--- src/rtl/pe_pkg.sv ---
// Shared types and defaults for the PE MAC sequencer slice.
// Latency: n/a (types and constants only).
// Backpressure: n/a.
package pe_pkg;

    localparam int WIDTH_DEF      = 8;
    localparam int DEPTH_DEF      = 3;
    localparam int ADDR_WIDTH_DEF = 8;
    localparam int PSUM_WIDTH_DEF = 16;

    // All-ones address is reserved by the memories for frame readback.
    localparam logic [ADDR_WIDTH_DEF-1:0] FRAME_READBACK_ADDR = '1;

    typedef enum logic [2:0] {
        IDLE,
        REQ,
        WAIT,
        ACC,
        OUT
    } state_e;

endpackage

--- src/rtl/pe_mac_sequencer_if.sv ---
// Bundles the job, filter/spike memory and result channels of the sequencer.
// Latency: n/a (wiring only).
// Backpressure: valid/ready on every channel; master = sequencer, slave = environment.
interface pe_mac_sequencer_if #(
    parameter int WIDTH      = pe_pkg::WIDTH_DEF,
    parameter int ADDR_WIDTH = pe_pkg::ADDR_WIDTH_DEF,
    parameter int PSUM_WIDTH = pe_pkg::PSUM_WIDTH_DEF
);
    logic                  start_valid;
    logic                  start_ready;
    logic [PSUM_WIDTH-1:0] start_psum;

    logic                  f_addr_valid;
    logic                  f_addr_ready;
    logic [ADDR_WIDTH-1:0] f_addr;
    logic                  f_rdata_valid;
    logic                  f_rdata_ready;
    logic [WIDTH-1:0]      f_rdata;

    logic                  s_addr_valid;
    logic                  s_addr_ready;
    logic [ADDR_WIDTH-1:0] s_addr;
    logic                  s_rdata_valid;
    logic                  s_rdata_ready;
    logic [WIDTH-1:0]      s_rdata;

    logic                  psum_valid;
    logic                  psum_ready;
    logic [PSUM_WIDTH-1:0] psum;
    logic                  ovf;

    modport master (
        input  start_valid, start_psum,
        output start_ready,
        output f_addr_valid, f_addr, f_rdata_ready,
        input  f_addr_ready, f_rdata_valid, f_rdata,
        output s_addr_valid, s_addr, s_rdata_ready,
        input  s_addr_ready, s_rdata_valid, s_rdata,
        output psum_valid, psum, ovf,
        input  psum_ready
    );

    modport slave (
        output start_valid, start_psum,
        input  start_ready,
        input  f_addr_valid, f_addr, f_rdata_ready,
        output f_addr_ready, f_rdata_valid, f_rdata,
        input  s_addr_valid, s_addr, s_rdata_ready,
        output s_addr_ready, s_rdata_valid, s_rdata,
        input  psum_valid, psum, ovf,
        output psum_ready
    );

endinterface

--- src/rtl/pe_rd_port.sv ---
// One memory read port: issues a single address per element and captures the returned word.
// Latency: address valid while enabled until accepted; word registered on the data handshake.
// Backpressure: valids/readies derive only from enables and registered done flags.
module pe_rd_port #(
    parameter int WIDTH = pe_pkg::WIDTH_DEF
) (
    input  logic             clk,
    input  logic             rst,
    input  logic             req_en,
    input  logic             cap_en,
    input  logic             clr,
    output logic             addr_valid,
    input  logic             addr_ready,
    output logic             addr_done,
    input  logic             rdata_valid,
    input  logic [WIDTH-1:0] rdata,
    output logic             rdata_ready,
    output logic             data_done,
    output logic [WIDTH-1:0] word
);
    logic             addr_done_q, addr_done_d;
    logic             data_done_q, data_done_d;
    logic [WIDTH-1:0] word_q, word_d;
    logic             addr_xfer, data_xfer;

    assign addr_valid  = req_en & ~addr_done_q;
    assign rdata_ready = cap_en & ~data_done_q;
    assign addr_xfer   = addr_valid & addr_ready;
    assign data_xfer   = rdata_valid & rdata_ready;
    // Done includes the handshake of this cycle so the FSM can advance on the same edge.
    assign addr_done   = addr_done_q | addr_xfer;
    assign data_done   = data_done_q | data_xfer;
    assign word        = word_q;

    // Track per-element address/data progress; the word survives clr for use in ACC.
    always_comb begin
        addr_done_d = addr_done_q;
        data_done_d = data_done_q;
        word_d      = word_q;
        if (clr) begin
            addr_done_d = 1'b0;
            data_done_d = 1'b0;
        end else begin
            if (addr_xfer) addr_done_d = 1'b1;
            if (data_xfer) begin
                data_done_d = 1'b1;
                word_d      = rdata;
            end
        end
    end

    // Port state registers.
    always_ff @(posedge clk or posedge rst) begin
        if (rst) begin
            addr_done_q <= 1'b0;
            data_done_q <= 1'b0;
            word_q      <= '0;
        end else begin
            addr_done_q <= addr_done_d;
            data_done_q <= data_done_d;
            word_q      <= word_d;
        end
    end

endmodule

--- src/rtl/pe_mac_sequencer.sv ---
// Walks addresses 0..DEPTH-1 on filter and spike memories and MACs the pairs onto a partial sum.
// Latency: 3 cycles per element with zero-wait memories; result valid 3*DEPTH edges after start.
// Backpressure: stalls in any phase on missing handshakes; holds result until psum_ready.
module pe_mac_sequencer
    import pe_pkg::*;
#(
    parameter int WIDTH      = WIDTH_DEF,
    parameter int DEPTH      = DEPTH_DEF,
    parameter int ADDR_WIDTH = ADDR_WIDTH_DEF,
    parameter int PSUM_WIDTH = PSUM_WIDTH_DEF
) (
    input  logic               clk,
    input  logic               rst,
    pe_mac_sequencer_if.master bus
);
    // The all-ones address is reserved, so the walk must stay strictly below it.
    if (DEPTH < 1 || longint'(DEPTH) >= (longint'(1) << ADDR_WIDTH) - 1) begin : g_depth_check
        $error("pe_mac_sequencer: DEPTH must be in 1 .. 2**ADDR_WIDTH-2");
    end

    state_e                state_q, state_d;
    logic [ADDR_WIDTH-1:0] idx_q, idx_d;
    logic [PSUM_WIDTH-1:0] acc_q, acc_d;
    logic                  ovf_q, ovf_d;

    logic                  f_addr_done, s_addr_done, f_data_done, s_data_done;
    logic [WIDTH-1:0]      f_word, s_word;
    logic [2*WIDTH-1:0]    prod;
    logic [PSUM_WIDTH:0]   sum;

    pe_rd_port #(.WIDTH(WIDTH)) u_f_port (
        .clk        (clk),
        .rst        (rst),
        .req_en     (state_q == REQ),
        .cap_en     (state_q == WAIT),
        .clr        (state_q == ACC),
        .addr_valid (bus.f_addr_valid),
        .addr_ready (bus.f_addr_ready),
        .addr_done  (f_addr_done),
        .rdata_valid(bus.f_rdata_valid),
        .rdata      (bus.f_rdata),
        .rdata_ready(bus.f_rdata_ready),
        .data_done  (f_data_done),
        .word       (f_word)
    );

    pe_rd_port #(.WIDTH(WIDTH)) u_s_port (
        .clk        (clk),
        .rst        (rst),
        .req_en     (state_q == REQ),
        .cap_en     (state_q == WAIT),
        .clr        (state_q == ACC),
        .addr_valid (bus.s_addr_valid),
        .addr_ready (bus.s_addr_ready),
        .addr_done  (s_addr_done),
        .rdata_valid(bus.s_rdata_valid),
        .rdata      (bus.s_rdata),
        .rdata_ready(bus.s_rdata_ready),
        .data_done  (s_data_done),
        .word       (s_word)
    );

    assign bus.start_ready = (state_q == IDLE);
    assign bus.psum_valid  = (state_q == OUT);
    assign bus.psum        = acc_q;
    assign bus.ovf         = ovf_q;
    assign bus.f_addr      = idx_q;
    assign bus.s_addr      = idx_q;

    // Next-state and datapath: one element per REQ/WAIT/ACC pass, wrap-around accumulate.
    always_comb begin
        state_d = state_q;
        idx_d   = idx_q;
        acc_d   = acc_q;
        ovf_d   = ovf_q;
        prod    = (2*WIDTH)'(f_word) * (2*WIDTH)'(s_word);
        sum     = {1'b0, acc_q} + (PSUM_WIDTH+1)'(prod);
        case (state_q)
            IDLE: begin
                if (bus.start_valid) begin
                    acc_d   = bus.start_psum;
                    idx_d   = '0;
                    ovf_d   = 1'b0;
                    state_d = REQ;
                end
            end
            REQ: begin
                if (f_addr_done && s_addr_done) state_d = WAIT;
            end
            WAIT: begin
                if (f_data_done && s_data_done) state_d = ACC;
            end
            ACC: begin
                acc_d = sum[PSUM_WIDTH-1:0];
                ovf_d = ovf_q | sum[PSUM_WIDTH];
                if (idx_q == ADDR_WIDTH'(DEPTH - 1)) begin
                    state_d = OUT;
                end else begin
                    idx_d   = idx_q + 1'b1;
                    state_d = REQ;
                end
            end
            OUT: begin
                if (bus.psum_ready) state_d = IDLE;
            end
            default: state_d = IDLE;
        endcase
    end

    // Sequencer state registers.
    always_ff @(posedge clk or posedge rst) begin
        if (rst) begin
            state_q <= IDLE;
            idx_q   <= '0;
            acc_q   <= '0;
            ovf_q   <= 1'b0;
        end else begin
            state_q <= state_d;
            idx_q   <= idx_d;
            acc_q   <= acc_d;
            ovf_q   <= ovf_d;
        end
    end

endmodule
--- src/flat_wrapper.sv ---
// flat-port wrapper written by rule: the top's interface ports become plain ports
module pe_mac_sequencer_flat import pe_pkg::*;
#(
    parameter int WIDTH      = WIDTH_DEF,
    parameter int DEPTH      = DEPTH_DEF,
    parameter int ADDR_WIDTH = ADDR_WIDTH_DEF,
    parameter int PSUM_WIDTH = PSUM_WIDTH_DEF
)
  (clk, rst, bus_start_valid, bus_start_psum, bus_start_ready, bus_f_addr_valid, bus_f_addr, bus_f_rdata_ready, bus_f_addr_ready, bus_f_rdata_valid, bus_f_rdata, bus_s_addr_valid, bus_s_addr, bus_s_rdata_ready, bus_s_addr_ready, bus_s_rdata_valid, bus_s_rdata, bus_psum_valid, bus_psum, bus_ovf, bus_psum_ready);
  pe_mac_sequencer_if #(.WIDTH(WIDTH), .ADDR_WIDTH(ADDR_WIDTH), .PSUM_WIDTH(PSUM_WIDTH)) bus_i ();
  input  logic clk;
  input  logic rst;
  input wire logic [$bits(bus_i.start_valid)-1:0] bus_start_valid;
  input wire logic [$bits(bus_i.start_psum)-1:0] bus_start_psum;
  output wire logic [$bits(bus_i.start_ready)-1:0] bus_start_ready;
  output wire logic [$bits(bus_i.f_addr_valid)-1:0] bus_f_addr_valid;
  output wire logic [$bits(bus_i.f_addr)-1:0] bus_f_addr;
  output wire logic [$bits(bus_i.f_rdata_ready)-1:0] bus_f_rdata_ready;
  input wire logic [$bits(bus_i.f_addr_ready)-1:0] bus_f_addr_ready;
  input wire logic [$bits(bus_i.f_rdata_valid)-1:0] bus_f_rdata_valid;
  input wire logic [$bits(bus_i.f_rdata)-1:0] bus_f_rdata;
  output wire logic [$bits(bus_i.s_addr_valid)-1:0] bus_s_addr_valid;
  output wire logic [$bits(bus_i.s_addr)-1:0] bus_s_addr;
  output wire logic [$bits(bus_i.s_rdata_ready)-1:0] bus_s_rdata_ready;
  input wire logic [$bits(bus_i.s_addr_ready)-1:0] bus_s_addr_ready;
  input wire logic [$bits(bus_i.s_rdata_valid)-1:0] bus_s_rdata_valid;
  input wire logic [$bits(bus_i.s_rdata)-1:0] bus_s_rdata;
  output wire logic [$bits(bus_i.psum_valid)-1:0] bus_psum_valid;
  output wire logic [$bits(bus_i.psum)-1:0] bus_psum;
  output wire logic [$bits(bus_i.ovf)-1:0] bus_ovf;
  input wire logic [$bits(bus_i.psum_ready)-1:0] bus_psum_ready;
  assign bus_i.start_valid = bus_start_valid;
  assign bus_i.start_psum = bus_start_psum;
  assign bus_start_ready = bus_i.start_ready;
  assign bus_f_addr_valid = bus_i.f_addr_valid;
  assign bus_f_addr = bus_i.f_addr;
  assign bus_f_rdata_ready = bus_i.f_rdata_ready;
  assign bus_i.f_addr_ready = bus_f_addr_ready;
  assign bus_i.f_rdata_valid = bus_f_rdata_valid;
  assign bus_i.f_rdata = bus_f_rdata;
  assign bus_s_addr_valid = bus_i.s_addr_valid;
  assign bus_s_addr = bus_i.s_addr;
  assign bus_s_rdata_ready = bus_i.s_rdata_ready;
  assign bus_i.s_addr_ready = bus_s_addr_ready;
  assign bus_i.s_rdata_valid = bus_s_rdata_valid;
  assign bus_i.s_rdata = bus_s_rdata;
  assign bus_psum_valid = bus_i.psum_valid;
  assign bus_psum = bus_i.psum;
  assign bus_ovf = bus_i.ovf;
  assign bus_i.psum_ready = bus_psum_ready;
  pe_mac_sequencer #(.WIDTH(WIDTH), .DEPTH(DEPTH), .ADDR_WIDTH(ADDR_WIDTH), .PSUM_WIDTH(PSUM_WIDTH)) u_core (.clk(clk), .rst(rst), .bus(bus_i));
endmodule
--- config.mk ---
export PLATFORM = sky130hd
export DESIGN_NAME = pe_mac_sequencer_flat
export DESIGN_NICKNAME = d
export VERILOG_FILES = /design/src/rtl/pe_pkg.sv /design/src/rtl/pe_mac_sequencer_if.sv /design/src/rtl/pe_rd_port.sv /design/src/rtl/pe_mac_sequencer.sv /design/src/flat_wrapper.sv
export SDC_FILE = /design/constraint.sdc
export NUM_CORES = 1
export LEC_CHECK = 0
export ABC_CLOCK_PERIOD_IN_PS = 5500
export BUFFER_PORTS_ARGS = -buffer_cell sky130_fd_sc_hd__clkbuf_2
export CAP_MARGIN = 20
export CORE_MARGIN = 5
export CORE_UTILIZATION = 60
export CTS_BUF_LIST = sky130_fd_sc_hd__clkbuf_4
export CTS_CLUSTER_SIZE = 16
export DETAILED_ROUTE_END_ITERATION = 8
export GPL_ROUTABILITY_DRIVEN = 0
export PLACE_DENSITY = 0.88
export SYNTH_ARGS = -nofsm -noshare
export SYNTH_HDL_FRONTEND = slang
export SYNTH_SLANG_ARGS = --single-unit
--- constraint.sdc ---
create_clock -name clk -period 5.5 [get_ports clk]
set_input_delay 0.55 -clock clk [delete_from_list [all_inputs] [get_ports clk]]
set_output_delay 0.55 -clock clk [all_outputs]
set_load 0.02 [all_outputs]
# [After elaboration in Yosys (flattened, before gate mapping)]
# Cells that the tools add are included.
# Widths: inputs -> output; s select.
[totals] register_bits=48 elab_cells=75
[classes] addsub=2 eq_ne=10 n_reduce_logical=13 bitwise_logic=18 n_mul=1 n_mux=21
[ops] operator="$pmux 16 s2" n=1
[ops] operator="$add 16x16->17" n=1
[ops] operator="$mul 8x8->16" n=1
[ops] operator="$mux 16" n=1
[ops] operator="$mux 8" n=2
[ops] operator="$pmux 8 s2" n=1
[ops] operator="$mux 3" n=5
[ops] operator="$pmux 3 s5" n=1
[ops] operator="$reduce_bool 2->1" n=5
[ops] operator="$mux 1" n=9
[ops] operator="$add 8x1->8 const B" n=1
[ops] operator="$and 1x1->1" n=8
[ops] operator="$eq 8x2->1 const B" n=1
[ops] operator="$eq 3x2->1 const B" n=2
[ops] operator="$ne 2x1->1 const B" n=3
[ops] operator="$reduce_and 2->1" n=3
[ops] operator="$not 1->1" n=5
[ops] operator="$or 1x1->1" n=5
[ops] operator="$ne 2x2->1 const B" n=2
[ops] operator="$reduce_and 4->1" n=1
[ops] operator="$eq 3x1->1 const B" n=1
[ops] operator="$eq 3x3->1 const B" n=1
[ops] operator="$logic_not 3->1" n=1
[ops] operator="$reduce_and 3->1" n=1
[ops] operator="other kinds (2)" n=3

# [Depth between registers and ports, before layout]
[logic_depth] ltp_word=7 mapped_depth=18 mapped_depth_nobuf=17

# [By module]
# Synthesis repeated with hierarchy kept, for this count alone.
[hier_totals] hier_cells=529 hier_area_um2=4961.0
[modules_own_cells] module="pe_mac_sequencer" seq_area_each_um2=700.7 area_per_inst_um2=4075.2 instances=1 cells_each=475
[modules_own_cells] module="pe_rd_port" seq_area_each_um2=250.2 area_per_inst_um2=442.9 instances=2 cells_each=27

# [Least setup slack after synthesis]
# Ideal clock, no wire load.
[synth_path] path_kind="reg-to-reg" from="register u_core.u_f_port.word_q[5], in the netlist u_core.u_f_port.word[5]" to="register u_core.acc_q[13], in the netlist u_core.bus.psum[13]" path_stages_with_launch=17 setup_ns=0.136 arrival_time_ns=4.034 period_less_slack_ns=4.170 n_path_buf=1 required_time_ns=5.364 slack_ns=1.330 path_cell_list="dfrtp_1 -> clkbuf_1 -> nand2_1 -> fa_1 -> inv_1 -> fa_1 -> fa_1 -> inv_1 -> fa_1 -> inv_1 -> ha_1 -> a21oi_1 -> a21boi_1 -> o32ai_4 -> o21bai_1 -> xnor2_1 -> mux2i_1"
[synth_between] elab_chain_cells=3
[synth_lines] item="start: declaration" line="pe_rd_port.sv:23" source="logic [WIDTH-1:0] word_q, word_d;"
[synth_lines] item="start signal: assignment" line="pe_rd_port.sv:61" source="word_q <= word_d;"
[synth_lines] item="$mul 8x8->16" line="pe_mac_sequencer.sv:76" source="prod = (2*WIDTH)'(f_word) * (2*WIDTH)'(s_word);"
[synth_lines] item="$add 16x16->17" line="pe_mac_sequencer.sv:77" source="sum = {1'b0, acc_q} + (PSUM_WIDTH+1)'(prod);"
[synth_lines] item="$pmux 16 s2" line="pe_mac_sequencer.sv:78" source="case (state_q)"
[synth_lines] item="end signal: assignment" line="pe_mac_sequencer.sv:115" source="acc_q <= '0;"
[synth_lines] item="end signal: assignment" line="pe_mac_sequencer.sv:120" source="acc_q <= acc_d;"
[synth_lines] item="end: declaration" line="pe_mac_sequencer.sv:23" source="logic [PSUM_WIDTH-1:0] acc_q, acc_d;"
# Every way passes these cells.
# A chain may end at the register's enable or synchronous reset.

# [Worst setup path in the final report]
[layout_path] from="register u_core.u_f_port.word_q[5], in the netlist u_core.u_f_port.word[5]" to="register u_core.acc_q[15], in the netlist u_core.bus.psum[15]"
# The elaborated chain is that of the path after synthesis.

==> out/results.tsv <==
metric	value	unit
RSZ-0062 raised after global routing	false	
largest net degree at the start of global routing	49	
Synth cell types	51	
antenna cells	0	
# clock sinks	48	
via count	3726	
Overflow after GRT	0	
total track usage	23.26	%
H-tree levels	2	
setup slack after layout	0.9137	ns
DR iter-0 viols	227	
critical path class	reg -> reg	
Crit path arrival time	4.84	ns
register area share after synthesis	24.69	%
critical path fanouts, max	9	
dpl hpwl	8803	um
Hold Path Class	in -> async	
clock latency on the worst-skew pair	0.39	ns
vias per cell	5.439	
CP cell instances	nand2_1, fa_1, inv_1, fa_1, fa_1, inv_1, fa_1, inv_1, ha_1, a21oi_1, a21boi_1, o32ai_4, o21ai_1, xnor2_1, mux2i_1	
minimum clock period	4.586	ns
Finished Layout Cells	685	
Syn. warnings	0	
antenna violations before repair	0	
hold_buf cts	0	
number of fill cells	595	
CTS tree	yes	
Nets	711	
Antenna Nets Post-Route	0	
cts bufs inserted	5	
Slew @ Worst Pin	0.7235	ns
CTS root buf	clkbuf_4	
DIE AREA	0.01001	mm2
post-cts resize count	0	
DR pass1 iterations	5	
die width	100.1	um
commonest cells after routing, fill and taps aside	inv_1, clkbuf_2, nand2_1	
Reg clk slew, reported paths	0.17	ns
CP Capture Type	flip-flop	
Synth Cell Area	0.004866	mm2
dpl cells	676	
dominant synthesized flop cell	dfrtp_1	
cell seen most often among critical-path stages	fa_1	
Multi-input gate area	0.003132	mm2
global-route wire length before repair	18440	um
DRC	0	
critical path startpoint category	flip-flop	
Fin. Hold Viols	0	
Post-synth EDFFs	0	
slew margin rel.	51.62	%
Critical-path top delay cell	dfrtp_1	
Worst Path Required	5.76	ns
largest area contributor in the netlist	dfrtp_1	
Mapped Avg Cell Area	9.448	um2
setup TNS	0	ns
Worst path max stage delay	0.57	ns
Syn Inst Count	515	
DR WL/cell	16.14	um
top-area cell type share of the netlist area	24.69	%
#FFs+latches synth	48	
commonest non-fill, non-tap cell in the layout	inv_1	
Max Transition Viols Final	0	
crit-path leading delay family	adder cells	
initial core utilization	62.32	%
final setup fails	0	
largest cells by area after synthesis	dfrtp_1, fa_1, ha_1, inv_1, mux2_4	
CP Buf/Inv Count	3	
IO Pins	79	
Core ar.	0.007807	mm2
# rows	32	
layout cells sized above 1	19.38	%
Routed WL	11050	um
skew final	0.01704	ns
Buffers on Ports	78	
Clock Tree Buf Depth	2	
Setup WS pre-CTS	0.9465	ns
vias in the first global route	3819	
Post-synth ARST share	100.0	%
Die Y	100.1	um
Post-CTS Setup Bufs	0	
Reg area	0.001201	mm2
post-synth net total	644	
part of the cycle the worst path needs	83.39	%
layout overhead on the synthesized area	10.16	%
maxcap violations	0	
FMAX	0.2180	GHz
status	complete, no violations	
-- worst paths after layout --
path	start	end	slack [ns]	depth (start not counted)
max	u_core.u_f_port.word[5]	u_core.bus.psum[15]	0.91	15
min	rst	u_core.bus.ovf	0.18	2
max reg2reg	u_core.u_f_port.word[5]	u_core.bus.psum[15]	0.91	15
min reg2reg	u_core.u_s_port.addr_done_q	u_core.u_s_port.addr_done_q	0.55	2
max in group asynchronous	rst	u_core.u_s_port.word[5]	4.78	3
min in group clk	bus_psum_ready	u_core.state_q[2]	0.37	2
-- registers in the layout (all words and copies together), names as in the netlist --
register / count
u_core.bus.f_addr: 8
u_core.bus.ovf: 1
u_core.bus.psum: 16
u_core.state_q: 3
u_core.u_f_port.addr_done_q: 1
u_core.u_f_port.data_done_q: 1
u_core.u_f_port.word: 8
u_core.u_s_port.addr_done_q: 1
u_core.u_s_port.data_done_q: 1
u_core.u_s_port.word: 8
-- synth_stat cells, types with 3 or more instances --
master    instances
a211oi_1          3
a21o_1            3
a21oi_1          22
a22oi_1           4
and2_1           37
and3_1            3
buf_2             3
buf_4            11
clkbuf_1          5
dfrtp_1          48
fa_1             51
ha_1             38
inv_1           105
mux2_4           16
mux2i_1           3
nand2_1          52
nand3_1           7
nand4_1           4
nor2_1           26
nor3_1            4
o21a_1            3
o21ai_0           5
o21ai_1          12
o22a_1            3
xnor2_1           8
xor2_1            8
-- cell type report --
class,count,area share (%)
clock buffer,5,0.7003
clock inverter,3,0.7937
inverter,105,7.353
multi-input combinational,341,58.43
sequential,48,22.41
tap,102,2.381
timing repair buffer,81,7.937
-- metal layers --
| metal | global-route usage [%] | up-vias | share of wire [%] |
|---|---|---|---|
| met5 | 0 | - | 0 |
| met4 | 8.601 | 0 | 3.0 |
| met3 | 3.336 | 29 | 5.7 |
| met2 | 40.38 | 128 | 51 |
| met1 | 29.62 | 1814 | 40 |
| li1 | - | 1755 | - |
-- worst register-to-register path, cell delays in order (launching register included) --
cell and delay (ns):
dfrtp_1 0.57, nand2_1 0.14, fa_1 0.56, inv_1 0.05
fa_1 0.47, fa_1 0.55, inv_1 0.06, fa_1 0.53
inv_1 0.04, ha_1 0.34, a21oi_1 0.34, a21boi_1 0.18
o32ai_4 0.20, o21ai_1 0.14, xnor2_1 0.21, mux2i_1 0.09
-- cell families (layout without fill, tap and decap cells) --
kind of cell	count (synthesis)	in the layout	synth area share (%)
buffers and inverters	126	194	10.95
XOR/XNOR	16	16	2.880
AO/OA/AOI/OAI	70	70	9.437
adder cells (fa/ha/maj)	89	89	30.75
flip-flops	48	48	24.68
multiplexers	19	19	5.554
AND/OR/NAND/NOR	147	147	15.74
-- through the flow --
stage	hold slack (ns)	instance area, um2	util, %
2_1_floorplan	0.4852	4866	-
3_3_place_gp	0.5001	5260	67.37
3_5_place_dp	0.5240	5260	67.37
4_1_cts	0.3543	5340	68.40
5_1_grt	0.2261	5360	68.65
6_report	0.1777	5360	68.65
Power is not shown: default switching activity piles up to over one toggle a cycle in this logic, so the estimate is an artifact.
